File: src/rtl/counter3_updown.sv
// 3-bit up/down counter with synchronous parallel load, count enable,
// a registered wrap pulse and a combinational terminal-count flag.
module counter3_updown #(
  parameter int unsigned          WIDTH     = 3,
  parameter logic [WIDTH-1:0]     RESET_VAL = '0
) (
  input  logic             clk,
  input  logic             reset_n,
  input  logic             en,
  input  logic             up,
  input  logic             load,
  input  logic [WIDTH-1:0] d_in,
  output logic [WIDTH-1:0] q,
  output logic             wrap,
  output logic             tc
);

  localparam logic [WIDTH-1:0] ONE = WIDTH'(1);

  // Priority: load, then enabled count, then hold; wrap flags the step that rolled over.
  always_ff @(posedge clk or negedge reset_n) begin
    if (!reset_n) begin
      q    <= RESET_VAL;
      wrap <= 1'b0;
    end else if (load) begin
      q    <= d_in;
      wrap <= 1'b0;
    end else if (en) begin
      if (up) begin
        q    <= q + ONE;
        wrap <= (q == '1);
      end else begin
        q    <= q - ONE;
        wrap <= (q == '0);
      end
    end else begin
      wrap <= 1'b0;
    end
  end

  assign tc = up ? (q == '1) : (q == '0);

endmodule
File: config.mk
export PLATFORM = sky130hd
export DESIGN_NAME = counter3_updown
export DESIGN_NICKNAME = d
export VERILOG_FILES = /design/src/rtl/counter3_updown.sv
export SDC_FILE = /design/constraint.sdc
export NUM_CORES = 1
export LEC_CHECK = 0
export BUFFER_PORTS_ARGS = -buffer_cell sky130_fd_sc_hd__buf_2
export CELL_PAD_IN_SITES_DETAIL_PLACEMENT = 1
export CELL_PAD_IN_SITES_GLOBAL_PLACEMENT = 1
export CORE_AREA = 2 2 39 41
export CTS_CLUSTER_DIAMETER = 50
export DETAILED_ROUTE_END_ITERATION = 6
export DIE_AREA = 0 0 41 43
export PLACE_DENSITY_LB_ADDON = 0.1
export SETUP_SLACK_MARGIN = 0.3
export SKIP_LAST_GASP = 1
export SYNTH_ARGS = -nofsm -noshare
export SYNTH_HDL_FRONTEND = slang
export SYNTH_SLANG_ARGS = --single-unit
File: constraint.sdc
create_clock -name clk -period 2.29 [get_ports clk]
set_input_delay 0.5725 -clock clk [delete_from_list [all_inputs] [get_ports clk]]
set_output_delay 0.5725 -clock clk [all_outputs]
set_load 0.005 [all_outputs]
==> impl_results.md, run 1 <==
* Gr usage total at 0.0936
* Clock buffer depth at 2
* Syn Inst Count at 23
* Synth area leaders: dfrtp_1 (41%), fa_1 (8.3%), mux2i_1 (8.3%)
* DIE AREA at between 1500 and 2000 um2
* Rows at 14
* Met2 Use GR at 0.128
* Maximum VDD drop at roughly 0.27 mV
* Outcome: completed
* Port bufs at 12
* Cell Pwr Density at 660 nW/um2
* DRT Pass-1 Iters at 2
* Later-pin clock latency in the skew report at approximately 230 ps
* WS Path Type: in2out
* Slew Limit Fails at 0
* Area post-placement at 322 um2
* Nets at 53
* Yosys warns at 0
* DRT iter0 DRCs at 1
* Antenna violations before repair at 0
* CP arrival at 1350 ps
* Pre-CTS WS at 407 ps
* Layout overhead on the synthesized area at 59.1%
* Min Tclk post-route at about 1900 ps
* Vias/cell at between 4 and 5
* Crit. Startpoint: up
* GR Overflow Total at 0
* Core area at 1380 um2
* Die Wd at approximately 41 um
* Final Hold Fails at 0
* RSZ-0062 raised after global routing: no
* Mapped cell area at 241 um2
* Nature of the critical path endpoint: primary output
* Hold Path Class: in2async
* Number of global-route vias before repair at 265
* Setup Viol. Count Final at 0
* Syn nets at 32
* Placer Congestion at 0.653
* Starting Density at 0.175
* CTS buffer count at 3
* Yosys reg bits at 4
* CTS tree: yes
* Final Cell Area at 384 um2
* Routed via count at 243
* M3 GR Usage at 0.0628
* # IOs at 13
* Origin of the critical flop-to-flop path: q[0]
* Root buffer cell: clkbuf_4
* DRC at 0
* Worst-margin pin slew at 169 ps
* Leak Pwr at 0.196 nW
* Post-route ant nets at 0
* Syn_area_per_cell at between 10 and 15 um2
* First-pass GRT wire length at 1040 um
* Drt wl/cell at 10.9 um
* Worst-path clk slew at 40 ps
* Final core occ at 0.278
* Cell taking the most area after synthesis: dfrtp_1
* Worst clock skew at around 0.43 ps
* Crit start category: primary input
* Register area share after synthesis at 0.415
* Largest net degree at the start of global routing at 9
* CP Max Fanout at 4
* FMAX at 0.520 GHz
* Reg2reg end: q[2]
* Final worst slack at 365 ps
* Layout cells sized above 1 at 0.548
* Reg2Reg Setup Slack at between 700 and 800 ps
* Cell variety after synth at 13
* Tcrit/Tclk final at 0.840
* H-tree levels at 1
* Slew HR at 0.887
* DIE HEIGHT at roughly 43 um
* Routing usage on met1 at 0.110
* HPWL after DPL at roughly 500 um
* Yosys top cell area share at 0.415
* Setup tns final at 0 ps
* CTS sink count at 4
* Critical Path RT at 1720 ps
* Depth of the worst register-to-register path at 5
* Diode count at 0
* GR peak layer: met2
* Post-Route WL at 635 um
* Max-capacitance violation count at 0
==> layout make-up <==
| type | instances | area, um2 |
|---|---|---|
| Timing Repair Buffer | 16 | 96.3 |
| Fill cell | 173 | 1000 |
| Clock buffer | 3 | 22.5 |
| Multi-Input combinational cell | 17 | 136 |
| Sequential cell | 4 | 101 |
| Inverter | 2 | 7.51 |
| Tap cell | 16 | 20.0 |
==> layout by cell type (no fill, tap or decap), types with 2 or more instances in the layout <==
cell / count
buf_2: 11
buf_4: 4
nand2_1: 3
clkbuf_4: 3
dfrtp_1: 3
inv_1: 2
xnor2_1: 2
mux2i_1: 2
o21ai_0: 2
==> metrics by stage <==
step | std cells | hold WS [ps] | power, mW
3_3_place_gp | 51 | 378 | 0.152
5_1_grt | 58 | 118 | 0.280
6_report | 58 | 134 | 0.254
4_1_cts | 55 | 127 | 0.251
2_1_floorplan | 23 | 277 | 0.123
3_5_place_dp | 51 | 381 | 0.153
==> cell families after synthesis <==
group	Yosys count	synth area share
xor gates and xnor gates	2	0.0726
DFF	4	0.415
muxes	2	0.0829
adders and majority gates	1	0.0829
buffers and inverters	2	0.0311
AOI/OAI and AO/OA	4	0.124
and+or+nand+nor	8	0.192
==> worst max-delay path, cell delays in order <==
cell,delay [ps]
buf_6,100
or4_4,510
nand2_2,60
buf_2,100
==> synthesized netlist by cell type, drive strengths merged <==
master	count
dfrtp	4
mux2i	2
inv	2
nor2b	1
nor3b	1
a22oi	1
fa	1
xnor2	2
nand4	1
or4	1
a211oi	1
nand2	4
o21ai	2
==> state kept, by name, indices dropped and copies added, names as in the netlist <==
register / cells
q: 3
wrap: 1
==> metal layers <==
metal	vias up	wire length (um)
met5	-	0
met4	0	0
met3	0	63
met2	14	297
met1	111	274
li1	118	-
==> worst max path at each step <==
| stage | end | slack (ps) | cells past startpoint |
|---|---|---|---|
| after CTS | tc | 310 | 3 |
| after global routing | tc | 330 | 3 |
| final | tc | 370 | 4 |
| after floorplan | tc | 640 | 2 |
| after detailed placement | tc | 410 | 4 |
| after global placement | tc | 420 | 4 |
==> what timing repair did <==
item / 4_1_cts / 5_1_grt
buffers inserted: 1 / 3
endpoints found under the setup margin: 1 / 1
gates resized for setup: 1 / 3
hold buffers: 0 / 0
pin swaps: 0 / 2
==> where the power goes <==
part | switching [mW] | leakage, nW | internal, mW | total (mW)
Clock | 0.0300 | 0.0138 | 0.0587 | 0.0888
Combinational | 0.0331 | 0.133 | 0.0430 | 0.0761
Sequential | 0.00830 | 0.0487 | 0.0803 | 0.0886
Total | 0.0715 | 0.196 | 0.182 | 0.254
Note: power is estimated with default switching activity, not from simulation.
==> run 2: changes to the inputs <==
Settings changed: ABC_AREA set to 1.
Clock period 2.29 ns to 1.6 ns, I/O delays scaled along.
==> run 2 against run 1 <==
  * Worst setup slack worse by 190 ps
  * Largest cell class unchanged
  * Register-to-register slack worse by 530 ps
  * Critical endpoint unchanged
  * Total power grew 42%
  * Synthesized cell count grew 39%
  * Clock power up 41%
  * Combinational power is 43% higher
  * Non-clock buffer count increased by 1
  * Die area stayed put
  * Critical path depth unchanged
  * Final area is 5.2% higher
==> impl_results.md, run 2 <==
* Vias/cell at 4.15
* Cell variety after synth at 12
* Die Wd at 41 um
* Syn Inst Count at 32
* Sw Ratio at 0.294
* Port bufs at 12
* Combinational share of power at 0.302
* DIE AREA at 1760 um2
* # IOs at 13
* Worst clock skew at 0.805 ps
* CTS sink count at 4
* Tcrit/Tclk final at 0.891
* Crit start category: flip-flop
* Min Tclk post-route at 1430 ps
* Biggest regs: q (3), wrap (1)
* FMAX at ~0.7 GHz
* EDFF count, synth at 0
* WS Path Type: reg2out
* Pre-CTS WS at 229 ps
* Worst path slowest cell: dfrtp_1
* DRT iter0 DRCs at 2
* Diode count at 0
* Yosys reg bits at 4
* Buf+Inv Stages, Crit Path at 2
* Core area at around 1400 um2
* Net Switching at 0.106 mW
* Syn_area_per_cell at between 7 and 8 um2
* Layout cells sized above 1 at 0.519
* Final core occ at 0.292
* Clock buffer depth at 2
* Maximum VDD drop at 0.155 mV
* HPWL after DPL at roughly 540 um
* Post-Route WL at 711 um
* Later-pin clock latency in the skew report at 230 ps
* Nets at 63
* Placed cells at 60
* CP Max Fanout at 5
* Int Pwr at between 0.2 and 0.3 mW
* Critical Path RT at 1200 ps
* Largest net degree at the start of global routing at 6
* Layout overhead on the synthesized area at 64.8%
* Setup tns final at 0 ps
* Leak Pwr at 0.220 nW
* Placer Congestion at 0.685
* Number of global-route vias before repair at 296
* Clock power frac at 0.348
* Final Hold Fails at 0
* Post-route ant nets at 0
* Final worst slack at 175 ps
* Slew HR at 0.858
* Routed via count at 282
* WHS at 380 ps
* DIE HEIGHT at 43 um
* Most common cell in the netlist: nand2_1
* Filler cells at 178
* Drt wl/cell at 10.5 um
* Starting Density at 0.177
* Setup Viol. Count Final at 0
* Nature of the critical path endpoint: primary output
* Max FFs per register at 3
* Register area share after synthesis at 0.408
* Hold path startpoint: d_in[1]
* Origin of the critical flop-to-flop path: q[1]
* Root buffer cell: clkbuf_4
* Hold Path Class: in2reg
* Yosys warns at 0
* Power share of the sequential group at 0.350
* CP arrival at 1030 ps
* Critical path cell sequence: inv_2 -> nand3_1 -> nand2_1 -> buf_2
* Antenna violations before repair at 0
* Critical path's top delay family: flip-flops
* Slew Limit Fails at 0
* Cell Pwr Density at 889 nW/um2
* Max-capacitance violation count at 0
* Synth cell count leaders: nand2_1 (11), dfrtp_1 (4), nand3_1 (4)
* Worst-path clk slew at 40 ps
* First-pass GRT wire length at roughly 1300 um
* Commonest cells after routing, fill and taps aside: buf_2 (12), nand2_1 (11)
* RSZ-0062 raised after global routing: yes
* DRT Pass-1 Iters at 2
* Yosys top cell area share at 0.408
* Crit. Startpoint: q[2]
* Cell taking the most area after synthesis: dfrtp_1
* GR Overflow Total at 0
* Top reg by flops: q
* Worst-margin pin slew at 214 ps
* Outcome: completed
* Mapped cell area at 245 um2
* Main synth FF type: dfrtp_1
* Synth async-reset ratio at 1.00
* Rows at 14
* Syn nets at 41
* CTS tree: yes
* H-tree levels at 1
* Commonest non-fill, non-tap cell in the layout: buf_2
* Finished Layout Cells at between 60 and 70
* DRC at 0
* Gr usage total at 0.113
* CTS buffer count at 3
* CP max stage delay at 440 ps
* Synth area leaders: dfrtp_1 (41%), nand2_1 (17%), fa_1 (8.2%)
[run 2: cell types whose count changed after synthesis, sizes merged, moves of 2 or more]
cell,change
nand3,+4
o21ai,-2
nand2,+7
xnor2,-2
nor2,+3
inv,+3
mux2i,-2
[run 2: final timing paths]
check | end | slack, ps | cells past startpoint
setup / recovery | tc | 170 | 4
hold / removal | q[1] | 380 | 3
setup reg to reg | q[2] | 240 | 7
hold reg to reg | wrap | 610 | 2
max in group asynchronous | q[0] | 970 | 2
min in group asynchronous | q[2] | 500 | 2
[run 2: area by class of cell]
| class | count | area, um2 | share of cell area |
|---|---|---|---|
| inverters | 5 | 18.8 | 0.0464 |
| clock buffers | 3 | 22.5 | 0.0557 |
| well taps | 16 | 20.0 | 0.0495 |
| repair buffers | 17 | 108 | 0.266 |
| flip-flops and latches | 4 | 101 | 0.251 |
| multi-input cells | 23 | 134 | 0.331 |
[run 2: stage by stage]
step / cell area [um2] / power, mW
floorplan: 245 / 0.167
global placement: 325 / 0.204
detailed placement: 325 / 0.205
CTS: 374 / 0.349
global route: 404 / 0.395
finish: 404 / 0.359
[run 2: cells by family after synthesis]
| logic type | after synthesis | synth area share |
|---|---|---|
| AOI/OAI and AO/OA | 3 | 0.102 |
| adders and majority gates | 1 | 0.0816 |
| and+or+nand+nor | 19 | 0.332 |
| DFF | 4 | 0.408 |
| buffers and inverters | 5 | 0.0765 |
[run 2: worst reg2reg max path, cell delays in order, from the launching register on]
cell     delay [ps]
dfrtp_1         400
buf_4           150
buf_6           110
fa_2            360
inv_2            50
nand2_1          60
nand3_2          60
nand2_1          50
[run 2: power by group through the flow]
stage	Clock (mW)	Sequential, mW	Combinational (mW)
finish	0.125	0.126	0.109
global route	0.138	0.128	0.129
CTS	0.133	0.126	0.0907
detailed placement	0	0.132	0.0731
global placement	0	0.132	0.0720
floorplan	0	0.128	0.0387
[run 2: metal layers]
layer | up-vias | track usage | part of all wire
li1 | 142 | - | -
met4 | 0 | 0.0800 | 0.018
met3 | 2 | 0.0366 | 0.086
met1 | 127 | 0.142 | 0.40
met5 | - | 0 | 0
met2 | 11 | 0.153 | 0.50
[run 2: what timing repair did]
action / 4_1_cts / 5_1_grt
resized for setup: 1 / 5
hold endpoints to repair: 4 / 0
setup endpoints to repair: 1 / 4
buffers inserted: 2 / 2
pin swaps: 1 / 1
hold buffers: 1 / 0
==> run 3: changes to the inputs <==
Settings changed: BUFFER_PORTS_ARGS -buffer_cell sky130_fd_sc_hd__buf_2 to -buffer_cell sky130_fd_sc_hd__buf_4.
==> run 3 against run 2 <==
  * Sequential share of layout area shrank 3.1 points
  * Clock power about the same
  * Wire length is 18% higher
  * Flip-flop and latch count did not move
  * Via count is 8.2% higher
  * Final area up 17%
  * Die area unchanged
  * Global-route usage rose by 0.19 points
  * Critical endpoint unchanged
  * Largest cell class is now buffers
  * Largest power group is now combinational logic
==> impl_results.md, run 3 (same netlist as run 2, synthesis figures left out) <==
* Routed via count at between 300 and 400
* Gr usage total at 0.115
* DRC at 0
* Cell Pwr Density at 829 nW/um2
* WS Path Type: reg2out
* Crit start category: flip-flop
* Finished Layout Cells at 72
* Reg2reg end: q[1]
* Antenna violations before repair at 0
* Diode count at 0
* CTS buffer count at 3
* DIE HEIGHT at 43 um
* CP arrival at 1030 ps
* DIE AREA at 1760 um2
* H-tree levels at 1
* Overall power at 0.391 mW
* Worst clock skew at 2.14 ps
* Post-Route WL at 837 um
* Placer Congestion at just under 0.7
* FMAX at ~0.7 GHz
* Maximum VDD drop at 0.181 mV
* Layout overhead on the synthesized area at 92.3%
* Core area at between 1000 and 1500 um2
* Largest net degree at the start of global routing at 6
* Max-capacitance violation count at 0
* Rows at 14
* Commonest non-fill, non-tap cell in the layout: buf_4
* Tcrit/Tclk final at 0.891
* CTS tree: yes
* Slew HR at 0.874
* Slew Limit Fails at 0
* Critical Path RT at 1200 ps
* HPWL after DPL at 625 um
* Hold Path Class: in2reg
* Leak Pwr at 0.245 nW
* Nets at 67
* Later-pin clock latency in the skew report at 230 ps
* Root buffer cell: clkbuf_4
* Biggest regs: q (3), wrap (1)
* Vias/cell at 4.24
* DRT Pass-1 Iters at 3
* GR Overflow Total at 0
* First-pass GRT wire length at 1350 um
* Max FFs per register at 3
* Origin of the critical flop-to-flop path: q[0]
* Placed cells at 60
* Hold path startpoint: d_in[1]
* Clock buffer depth at 2
* Min Tclk post-route at 1430 ps
* DRT iter0 DRCs at 2
* Depth of the worst register-to-register path at 4
* Final Hold Fails at 0
* # IOs at 13
* CP Max Fanout at 4
* Port bufs at 12
* Drt wl/cell at 11.6 um
* Starting Density at 0.177
* WHS Path Cells at 3
* Top reg by flops: q
* Post-route ant nets at 0
* Area post-placement at 355 um2
* Number of global-route vias before repair at about 310
* CTS sink count at 4
* Layout cells sized above 1 at 0.607
* Setup Viol. Count Final at 0
* Worst-path clk slew at 40 ps
* Reg2Reg Setup Slack at 300 ps
* Outcome: completed
* RSZ-0062 raised after global routing: yes
* Commonest cells after routing, fill and taps aside: buf_4 (18), nand2_1 (10)
* Setup tns final at 0 ps
* Hold EP: q[1]
* Die Wd at ~41 um
* Final Cell Area at between 400 and 500 um2
* Worst-margin pin slew at around 190 ps
* Nature of the critical path endpoint: primary output
==> run 3: report_power, final <==
part	internal, mW	total, mW	switching [mW]
logic	0.0821	0.138	0.0560
clock network	0.0838	0.124	0.0400
registers	0.114	0.129	0.0151
==> run 3: critical path, stage by stage, from the launching register on <==
cell and delay [ps]:
dfrtp_2 420, nor2_2 120, nand3_2 80, nand2_2 70, buf_6 90
==> run 3: how the worst max path moves through the flow <==
| stage | from | end | slack, ps |
|---|---|---|---|
| 3_3_place_gp | up | q[2] | 310 |
| 6_report | q[1] | tc | 170 |
| 3_5_place_dp | up | q[2] | 260 |
| 4_1_cts | q[0] | tc | 170 |
| 2_1_floorplan | up | q[2] | 440 |
| 5_1_grt | q[1] | tc | 110 |
==> run 3: stage by stage <==
step | setup slack [ps] | hold WS (ps) | utilization
2_1_floorplan | 437 | 104 | -
3_3_place_gp | 306 | 198 | 0.257
3_5_place_dp | 259 | 199 | 0.257
4_1_cts | 172 | 390 | 0.309
5_1_grt | 106 | 405 | 0.341
6_report | 174 | 390 | 0.341
==> run 3: routing by layer <==
layer  track usage  vias to the layer above  wire length (um)  share of wire
li1              -                      153                 -              -
met1         0.135                      141               323           0.39
met2         0.178                       11               458           0.55
met3        0.0314                        0                54          0.065
met4        0.0600                        0                 0              0
met5             0                        -                 0              0
==> run 3: timing repair <==
action / in CTS / in global routing
pin swaps: 2 / 3
setup endpoints to repair: 1 / 5
hold endpoints to repair: 4 / 0
buffers inserted: 5 / 3
hold buffers: 1 / 0
gates resized for setup: 2 / 7
==> run 3: cell type report <==
class,count,area (um2)
clock buffer,3,22.5
fill,179,912
inverter,5,18.8
multi-input combinational,23,139
sequential,4,104
tap,16,20.0
timing repair buffer,21,168
